$ cat src/rtl/tt_um_result_tx.sv
// tt_um_result_tx: captures accumulator results and streams them as a framed 16-bit word sequence
// Ports: clk, rst_n (async active-low); start captures ui_results/ui_param and begins a frame;
//   ui_hold stalls the current word; uo_data/uo_valid carry header then N results;
//   uo_busy is high during header/data; uo_done pulses once after the last word transfers.
module tt_um_result_tx #(
  parameter int MAX_OUT_LEN = 8,
  parameter int ACC_WIDTH = 16
) (
  input  logic                             clk,
  input  logic                             rst_n,
  input  logic                             start,
  input  logic [6:0]                       ui_param,
  input  logic [MAX_OUT_LEN*ACC_WIDTH-1:0] ui_results,
  input  logic                             ui_hold,
  output logic [15:0]                      uo_data,
  output logic                             uo_valid,
  output logic                             uo_busy,
  output logic                             uo_done
);
  localparam int CW = MAX_OUT_LEN > 1 ? $clog2(MAX_OUT_LEN) : 1;
  typedef enum logic [1:0] {IDLE, HDR, DATA, DONE} state_t;
  state_t state;
  logic [CW-1:0] cnt, last;
  logic [ACC_WIDTH-1:0] buf_q [MAX_OUT_LEN];
  logic xfer;
  assign xfer = uo_valid & ~ui_hold;
  function automatic logic [15:0] sext(input logic [ACC_WIDTH-1:0] v);
    return 16'($signed(v));
  endfunction
  always_ff @(posedge clk or negedge rst_n) begin
    if (!rst_n) begin
      state <= IDLE;
      uo_data <= '0;
      uo_valid <= 1'b0;
      uo_busy <= 1'b0;
      uo_done <= 1'b0;
      cnt <= '0;
      last <= '0;
      for (int i = 0; i < MAX_OUT_LEN; i++) buf_q[i] <= '0;
    end else begin
      case (state)
        IDLE: begin
          uo_done <= 1'b0;
          if (start) begin
            for (int i = 0; i < MAX_OUT_LEN; i++) buf_q[i] <= ui_results[i*ACC_WIDTH +: ACC_WIDTH];
            // last word index = min(out_len, MAX_OUT_LEN) - 1
            last <= (int'(ui_param[2:0]) >= MAX_OUT_LEN - 1) ? CW'(MAX_OUT_LEN - 1) : CW'(ui_param[2:0]);
            cnt <= '0;
            uo_data <= {4'h5, 5'b0, ui_param};
            uo_valid <= 1'b1;
            uo_busy <= 1'b1;
            state <= HDR;
          end
        end
        HDR: begin
          if (xfer) begin
            uo_data <= sext(buf_q[0]);
            state <= DATA;
          end
        end
        DATA: begin
          if (xfer) begin
            if (cnt == last) begin
              uo_data <= '0;
              uo_valid <= 1'b0;
              uo_busy <= 1'b0;
              uo_done <= 1'b1;
              state <= DONE;
            end else begin
              cnt <= cnt + 1'b1;
              uo_data <= sext(buf_q[cnt + 1'b1]);
            end
          end
        end
        DONE: begin
          uo_done <= 1'b0;
          state <= IDLE;
        end
        default: state <= IDLE;
      endcase
    end
  end
endmodule

$ cat config.mk
export PLATFORM = sky130hd
export DESIGN_NAME = tt_um_result_tx
export DESIGN_NICKNAME = d
export VERILOG_FILES = /design/src/rtl/tt_um_result_tx.sv
export SDC_FILE = /design/constraint.sdc
export NUM_CORES = 1
export LEC_CHECK = 0
export CORE_MARGIN = 4
export CORE_UTILIZATION = 40
export DETAILED_ROUTE_END_ITERATION = 10
export DONT_BUFFER_PORTS = 1
export GPL_ROUTABILITY_DRIVEN = 0
export PLACE_DENSITY_LB_ADDON = 0.2
export RECOVER_POWER = 100
export SYNTH_ARGS = -nofsm -noshare
export SYNTH_HDL_FRONTEND = slang
export SYNTH_SLANG_ARGS = --single-unit
$ cat constraint.sdc
create_clock -name clk -period 4.25 [get_ports clk]
set_input_delay 0.85 -clock clk [delete_from_list [all_inputs] [get_ports clk]]
set_output_delay 0.85 -clock clk [all_outputs]
set_load 0.005 [all_outputs]
-- Word level (Yosys, flattened, before mapping)
Cells that the tools add are included.
- bitwise logic cells: 3
- mux-type cells: 25
- equality and inequality tests: 9
- add/sub/neg operators: 1
- reduce and logical (&&, ||, !) cells: 11
- order comparisons: 2
- operator list (cell ; number):
    16-bit 2-to-1 mux ; 6
    16-bit binary-select mux with 3-bit select ; 1
    16-bit one-hot mux with 3 select lines ; 1
    4-bit AND reduction ; 4
    3-bit 2-to-1 mux ; 4
    2-bit inequality test (second input constant) ; 5
    2-bit 2-to-1 mux ; 4
    2-bit one-hot mux with 4 select lines ; 1
    3-bit one-hot mux with 2 select lines ; 1
    1-bit 2-to-1 mux ; 5
    2-bit == test (second input constant) ; 2
    4-bit >= comparator (second input constant) ; 1
    3-bit NOT with 4-bit output ; 1
    1-bit one-hot mux with 2 select lines ; 2
    2-bit nonzero test ; 2
    3-bit by 1-bit adder with 3-bit output (second input constant) ; 1
    3-bit == test ; 1
    3-bit >= comparator (second input constant) ; 1
    3-bit AND reduction ; 1
    3-bit nonzero test ; 1
    2-bit by 1-bit == test with 1-bit output (second input constant) ; 1
    2-bit logical NOT ; 1
    2-bit AND reduction ; 1
    2-bit OR reduction ; 1
    2 further kinds ; 2
- input port bits: 139
- word-level logic and storage cells: 65
- flip-flop bits (word level): 154
- output and inout bits: 19

-- Longest topological paths before layout
Gate-level depths: netlist (run 1).
- depth after elaboration: 8
- mapped depth: 8

-- Worst setup path before layout (run 1)
No wires, ideal clock.
- path kind: input port to flip-flop
- start: input port start
- end: register buf_q[84] (netlist name)
- required time: 4125 ps
- stages on the path: 4
- path buffers: 2
- data arrival time: 2003 ps
- slack: 2122 ps
- cells stage by stage: nand2_1 > clkbuf_1 > clkbuf_1 > mux2_2
- longest elaborated chain between the ends: 1
- RTL lines (element ; line ; text):
    start, declared ; 11 ; input logic start,
    2-bit AND reduction (no line) ; -- ;
    end, declared ; 24 ; logic [ACC_WIDTH-1:0] buf_q [MAX_OUT_LEN];
No other way between the ends.
A chain may end at the register's enable or synchronous reset.

-- Worst setup path in the final report (run 1)
- start: register state[0]
- end: register buf_q[115] (netlist name)
- longest elaborated chain between the ends: 2
- RTL lines (element ; line ; text):
    start, declared ; 22 ; state_t state;
    start signal, assigned ; 32 ; state <= IDLE;
    start signal, assigned ; 52 ; state <= HDR;
    start signal, assigned ; 58 ; state <= DATA;
    2-bit logical NOT ; 41 ; case (state)
    2-bit AND reduction (no line) ; -- ;
No other way between the ends.

==> flow_summary.json, run 1 <==
{
  "fin_setup_tns_ns": 0,
  "max_freq_ghz": 0.327,
  "rsz0062_at_grt": "false",
  "relSlewSlack_pct": 5.76,
  "critPathRequiredTime_ns": 4.54,
  "cts_buffers": 17,
  "clk_latency_ns": 0.42,
  "syn_nets": 651,
  "synth-edff-count": 0,
  "start_kind": "register",
  "grt_use_total_pct": 17.3,
  "io_buffers": 0,
  "clock_path_buffers": 2,
  "setup_violations": 0,
  "worstPathArrival_ns": 3.36,
  "min_path_type": "in -> async",
  "grt_overflow": 0,
  "core_um2": 18000,
  "crit_path_end_kind": "register",
  "first_pass_iters": 4,
  "yosys-top-cells-count": "dfrtp_1 (154), mux2_2 (138), nand2_1 (29), mux2i_1 (19), mux4_2 (18)",
  "rows": 49,
  "synth_cell_types": 48,
  "syn_avg_cell_area_um2": 14.4,
  "drt-initial-drc-count": 183,
  "combPwrFrac_pct": 0.1,
  "p_leak_nw": 3.91,
  "placed_area_um2": 7500,
  "dr_total_vias": 4145,
  "period_minus_slack_ns": 3.06,
  "antenna_found_initial": 4,
  "crit_chain": "inv_1 -> ha_1 -> nand2_4 -> clkbuf_1 -> mux2_2",
  "grt_pass1_wl_mm": 26.8,
  "syn2layout_area_growth_pct": 10.6,
  "hold_violations": 0,
  "yosysWarnings": 0,
  "wl_per_cell_um": 22.8,
  "cts.sinks": 154,
  "synthTopCellsByArea": "dfrtp_1 (53%), mux2_2 (21%), mux4_2 (5.5%)",
  "ant_nets": 0,
  "stdcell_area_um2": 8100,
  "cp_num_buf_inv": 2,
  "dp_cells": 712,
  "ys_ff_latch": 154,
  "final_util_pct": 45.1,
  "r2r-start": "state[0]",
  "yosysMostFrequentCell": "dfrtp_1",
  "tightest_slew_ns": 1.41,
  "synth-async-reset-ratio_pct": 100,
  "synth_top_area_cell": "dfrtp_1",
  "fillers": 1616,
  "path_clk_slew_ns": 0.06,
  "grt_pass1_vias": 4513,
  "root_buffer": "clkbuf_16",
  "cts_tree": "yes",
  "yosysSeqAreaShare_pct": 52.6,
  "period_share_pct": 72.1,
  "die-height_um": 143,
  "start_util_pct": 40.8,
  "detail_route.vias_per_cell": 5.55,
  "crit_type": "reg -> reg",
  "routed_wl_mm": 17.1,
  "fin_nets": 646,
  "maxSlewViolCount": 0,
  "synth_area_um2": 7320,
  "pin_count": 158,
  "power.switching_uw": 615,
  "p_int_mw": 2.43,
  "max_stage_delay_ns": 1.10,
  "ctsHoldBuffers": 0,
  "power_density_nw_per_um2": 376,
  "synth_top_cell_area_share_pct": 52.6,
  "cts_resized": 0,
  "drive_gt1_share_pct": 44.1,
  "die-area_um2": 20500,
  "timing.hold.ws_ns": 0.130,
  "clkPwrFrac_pct": 51.8,
  "crit_family": "buffers and inverters",
  "fin_cells": 747,
  "drv_cap": 0,
  "irDropWorstVdd_v": 0.000250,
  "die_x_um": 143,
  "post_cts_buffers": 0,
  "drcViolationCount": 0,
  "htreeDepth": 4,
  "syn_inst": 507,
  "netSwitchingFraction_pct": 20.2,
  "dp_hpwl_mm": 12.4,
  "startpoint": "state[0]",
  "cp_slowest_cell": "clkbuf_1",
  "grt_max_degree": 155,
  "status": "finished, final reports clean",
  "critical_path.max_fanout": 64,
  "finClkSkew_ns": 0.0101,
  "power_frac_seq_pct": 48.1,
  "synth_ff_type": "dfrtp_1"
}
state kept, by name, indices dropped and copies added, names as in the netlist:
register / flops
buf_q: 128
state: 2
uo_busy: 1
last: 3
cnt: 3
uo_done: 1
uo_data: 16
cell usage in the layout, fill, tap and decap left out, drive strengths merged, types with 2 or more instances in the layout:
| cell type | n |
|---|---|
| nor2 | 2 |
| diode | 3 |
| dfrtp | 154 |
| a22o | 7 |
| inv | 8 |
| o31ai | 8 |
| o22ai | 7 |
| and3 | 7 |
| nand2 | 29 |
| o2111ai | 7 |
| a211oi | 2 |
| bufinv | 3 |
| o221ai | 2 |
| buf | 4 |
| xnor2 | 4 |
| clkinvlp | 3 |
| clkbuf | 22 |
| nand2b | 2 |
| ha | 5 |
| clkinv | 4 |
| or2 | 8 |
| o21ai | 4 |
| mux2i | 19 |
| mux4 | 18 |
| mux2 | 152 |
| a21oi | 3 |
| o211ai | 9 |
| nand3 | 10 |
metrics by stage:
step                      setup slack (ns)  power, mW
final                                 1.19       3.05
after CTS                             1.83       3.09
after global placement                1.80       1.49
after global routing                 0.988       3.16
after floorplan                       2.12       1.49
after detailed placement              1.74       1.49
kinds of logic after synthesis:
group           Yosys count  share of synthesized area [%]
mux                     189                           32.0
fa+ha+maj                 5                          0.855
buf+inv                  36                           2.80
xor+xnor                  5                          0.855
simple gates             64                           4.41
compound gates           54                           6.41
flops                   154                           52.6
per-layer routing:
layer / vias up / share of wire (%) / global-route usage, %
met2: 107 / 47 / 26.1
met4: 4 / 1.1 / 4.06
li1: 1887 / - / -
met5: - / 0.20 / 0
met3: 15 / 6.5 / 6.30
met1: 2132 / 45 / 23.9
path summary, 6_finish.rpt:
path,cells past startpoint,slack (ns),end
min,0,0.13,buf_q[104]
max,5,1.19,buf_q[115]
max in group asynchronous,0,3.81,cnt[0]
min reg2reg,1,0.50,buf_q[9]
max reg2reg,5,1.19,buf_q[115]
min in group clk,1,0.50,buf_q[9]
final cells by class:
| class | count | area [um^2] | area share, % |
|---|---|---|---|
| tap | 229 | 287 | 3.54 |
| antenna | 3 | 7.51 | 0.0927 |
| multi-input combinational | 317 | 3250 | 40.2 |
| sequential | 154 | 3850 | 47.6 |
| clock inverter | 12 | 164 | 2.02 |
| timing repair buffer | 6 | 51.3 | 0.633 |
| inverter | 6 | 22.5 | 0.278 |
| clock buffer | 20 | 457 | 5.64 |
power groups by stage:
stage	clock network (mW)	logic (mW)	registers, mW
after floorplan	0	0.00153	1.49
after global placement	0	0.00153	1.49
after detailed placement	0	0.00153	1.49
after CTS	1.62	0.00153	1.47
after global routing	1.69	0.00153	1.46
final	1.58	0.00153	1.47
No activity file was read; power rests on OpenSTA's default activity.
==> run 2: changes to the inputs <==
==> constraint.sdc (replaced) <==
create_clock -name clk -period 2.9 [get_ports clk]
set_input_delay 0.58 -clock clk [delete_from_list [all_inputs] [get_ports clk]]
set_output_delay 0.58 -clock clk [all_outputs]
set_load 0.005 [all_outputs]
==> run 2 against run 1 <==
Compared with the run above: the flow now finishes with violations (negative hold slack); sequential cell count stayed put; setup slack worse by 0.79 ns; via count is 0.31% higher; utilization shrank 0.17 points; cell area down 0.37%; critical path type unchanged; critical endpoint is now uo_data[5]; largest power group is now registers; highest routed layer unchanged.
==> flow_summary.json, run 2 (synthesis results as in run 1) <==
{
  "wl_met1_mm": 7.81,
  "die-height_um": 143,
  "power.switching_uw": 936,
  "clock_path_buffers": 2,
  "wl_per_cell_um": 23.0,
  "post_cts_buffers": 0,
  "final_util_pct": 44.9,
  "maxSlewViolCount": 0,
  "clk_latency_ns": 0.42,
  "netSwitchingFraction_pct": 21.9,
  "critical_path.max_fanout": 30,
  "die-area_um2": 20500,
  "grt_overflow": 0,
  "clkPwrFrac_pct": 49.8,
  "placed_area_um2": 7540,
  "top_layer": "met5",
  "largest_reg_flops": 128,
  "period_minus_slack_ns": 2.51,
  "drv_cap": 0,
  "drcViolationCount": 0,
  "crit_type": "reg -> reg",
  "pin_count": 158,
  "cts.sinks": 154,
  "max_freq_ghz": 0.399,
  "path_clk_slew_ns": 0.06,
  "crit_chain": "ha_1 -> xor2_4 -> clkbuf_2 -> mux2_1 -> o2111ai_1 -> o31ai_2",
  "crit_path_end_kind": "register",
  "io_buffers": 0,
  "die_x_um": 143,
  "rsz0062_at_grt": "false",
  "regArea_um2": 3850,
  "cp_slowest_cell": "clkbuf_2",
  "fillers": 1647,
  "finClkSkew_ns": 0.00868,
  "max_stage_delay_ns": 0.72,
  "timing.hold.ws_ns": -0.144,
  "dr_total_vias": 4158,
  "grt_max_degree": 155,
  "start_kind": "register",
  "met3_length_um": 999,
  "regMostFlops": "buf_q",
  "fin_nets": 649,
  "tightest_slew_ns": 0.915,
  "htreeDepth": 4,
  "p_leak_nw": 3.89,
  "routed_wl_mm": 17.2,
  "hold_violations": 154,
  "stdcell_area_um2": 8070,
  "cts_tree": "yes",
  "layout_common_cells": "dfrtp_1 (153), mux2_2 (136), nand2_1 (28)",
  "power.total_mw": 4.28,
  "cts_buffers": 17,
  "grt_pass1_wl_mm": 27.3,
  "power_frac_seq_pct": 50.2,
  "top_regs": "buf_q (128), uo_data (16)",
  "start_util_pct": 40.8,
  "p_int_mw": 3.35,
  "worstPathArrival_ns": 2.81,
  "relSlewSlack_pct": 39.0,
  "drive_gt1_share_pct": 44.6,
  "setup_violations": 0,
  "failed_checks": "negative hold slack",
  "first_pass_iters": 7,
  "cts_resized": 0,
  "core_um2": 18000,
  "period_share_pct": 86.5,
  "critPathRequiredTime_ns": 3.20,
  "wl_met2_mm": 8.17,
  "antenna_found_initial": 4,
  "detail_route.vias_per_cell": 5.55,
  "status": "finished with violations",
  "fin_setup_tns_ns": 0,
  "ant_nets": 0,
  "rows": 49,
  "place_ws_ns": 0.592,
  "dp_hpwl_mm": 12.5,
  "final_common_cell": "dfrtp_1",
  "fin_ws_ns": 0.393,
  "drt-initial-drc-count": 242,
  "fin_cells": 749,
  "min_path_type": "in -> async",
  "grt_use_total_pct": 17.6,
  "dp_cells": 715,
  "irDropWorstVdd_v": 0.000384,
  "syn2layout_area_growth_pct": 10.2,
  "grt_pass1_vias": 4585,
  "root_buffer": "clkbuf_16",
  "power_density_nw_per_um2": 531,
  "multi_input_area_um2": 3260,
  "combPwrFrac_pct": 0.1
}
==> run 2: worst paths after layout <==
| path | endpoint | slack (ns) | cells past startpoint | start |
|---|---|---|---|---|
| setup / recovery | uo_data[5] | 0.39 | 6 | cnt[0] |
| hold / removal | buf_q[47] | -0.14 | 0 | rst_n |
| setup reg to reg | uo_data[5] | 0.39 | 6 | cnt[0] |
| hold reg to reg | buf_q[95] | 0.50 | 1 | buf_q[95] |
| max in group asynchronous | uo_data[5] | 2.83 | 0 | rst_n |
| min in group clk | buf_q[57] | 0.30 | 1 | ui_results[73] |
==> run 2: critical path: cells and delay by family (launching register included) <==
kind                     cells  cell delay, ns
XOR/XNOR                     1            0.18
multiplexers                 1            0.40
buffers and inverters        1            0.72
AO/OA/AOI/OAI                2            0.37
adder cells (fa/ha/maj)      1            0.31
flip-flops                   1            0.41
==> run 2: layout make-up <==
class | instances | area share [%]
well taps | 229 | 3.55
repair buffers | 9 | 0.962
flip-flops and latches | 154 | 47.8
multi-input cells | 317 | 40.4
diodes | 2 | 0.0620
clock inverters | 15 | 1.74
clock buffers | 17 | 5.27
inverters | 6 | 0.279
==> run 2: per-layer routing <==
metal  global-route usage (%)  vias up
met5                        0        -
met4                     5.20        4
met3                     5.73       16
met2                     26.2      115
met1                     24.7     2135
li1                         -     1888
==> run 2: power groups by stage <==
| stage | sequential, mW | clock (mW) | combinational (mW) |
|---|---|---|---|
| global placement | 2.19 | 0 | 0.00224 |
| CTS | 2.15 | 2.19 | 0.00224 |
| global route | 2.15 | 2.29 | 0.00224 |
| detailed placement | 2.19 | 0 | 0.00224 |
| floorplan | 2.19 | 0 | 0.00224 |
| finish | 2.15 | 2.13 | 0.00224 |
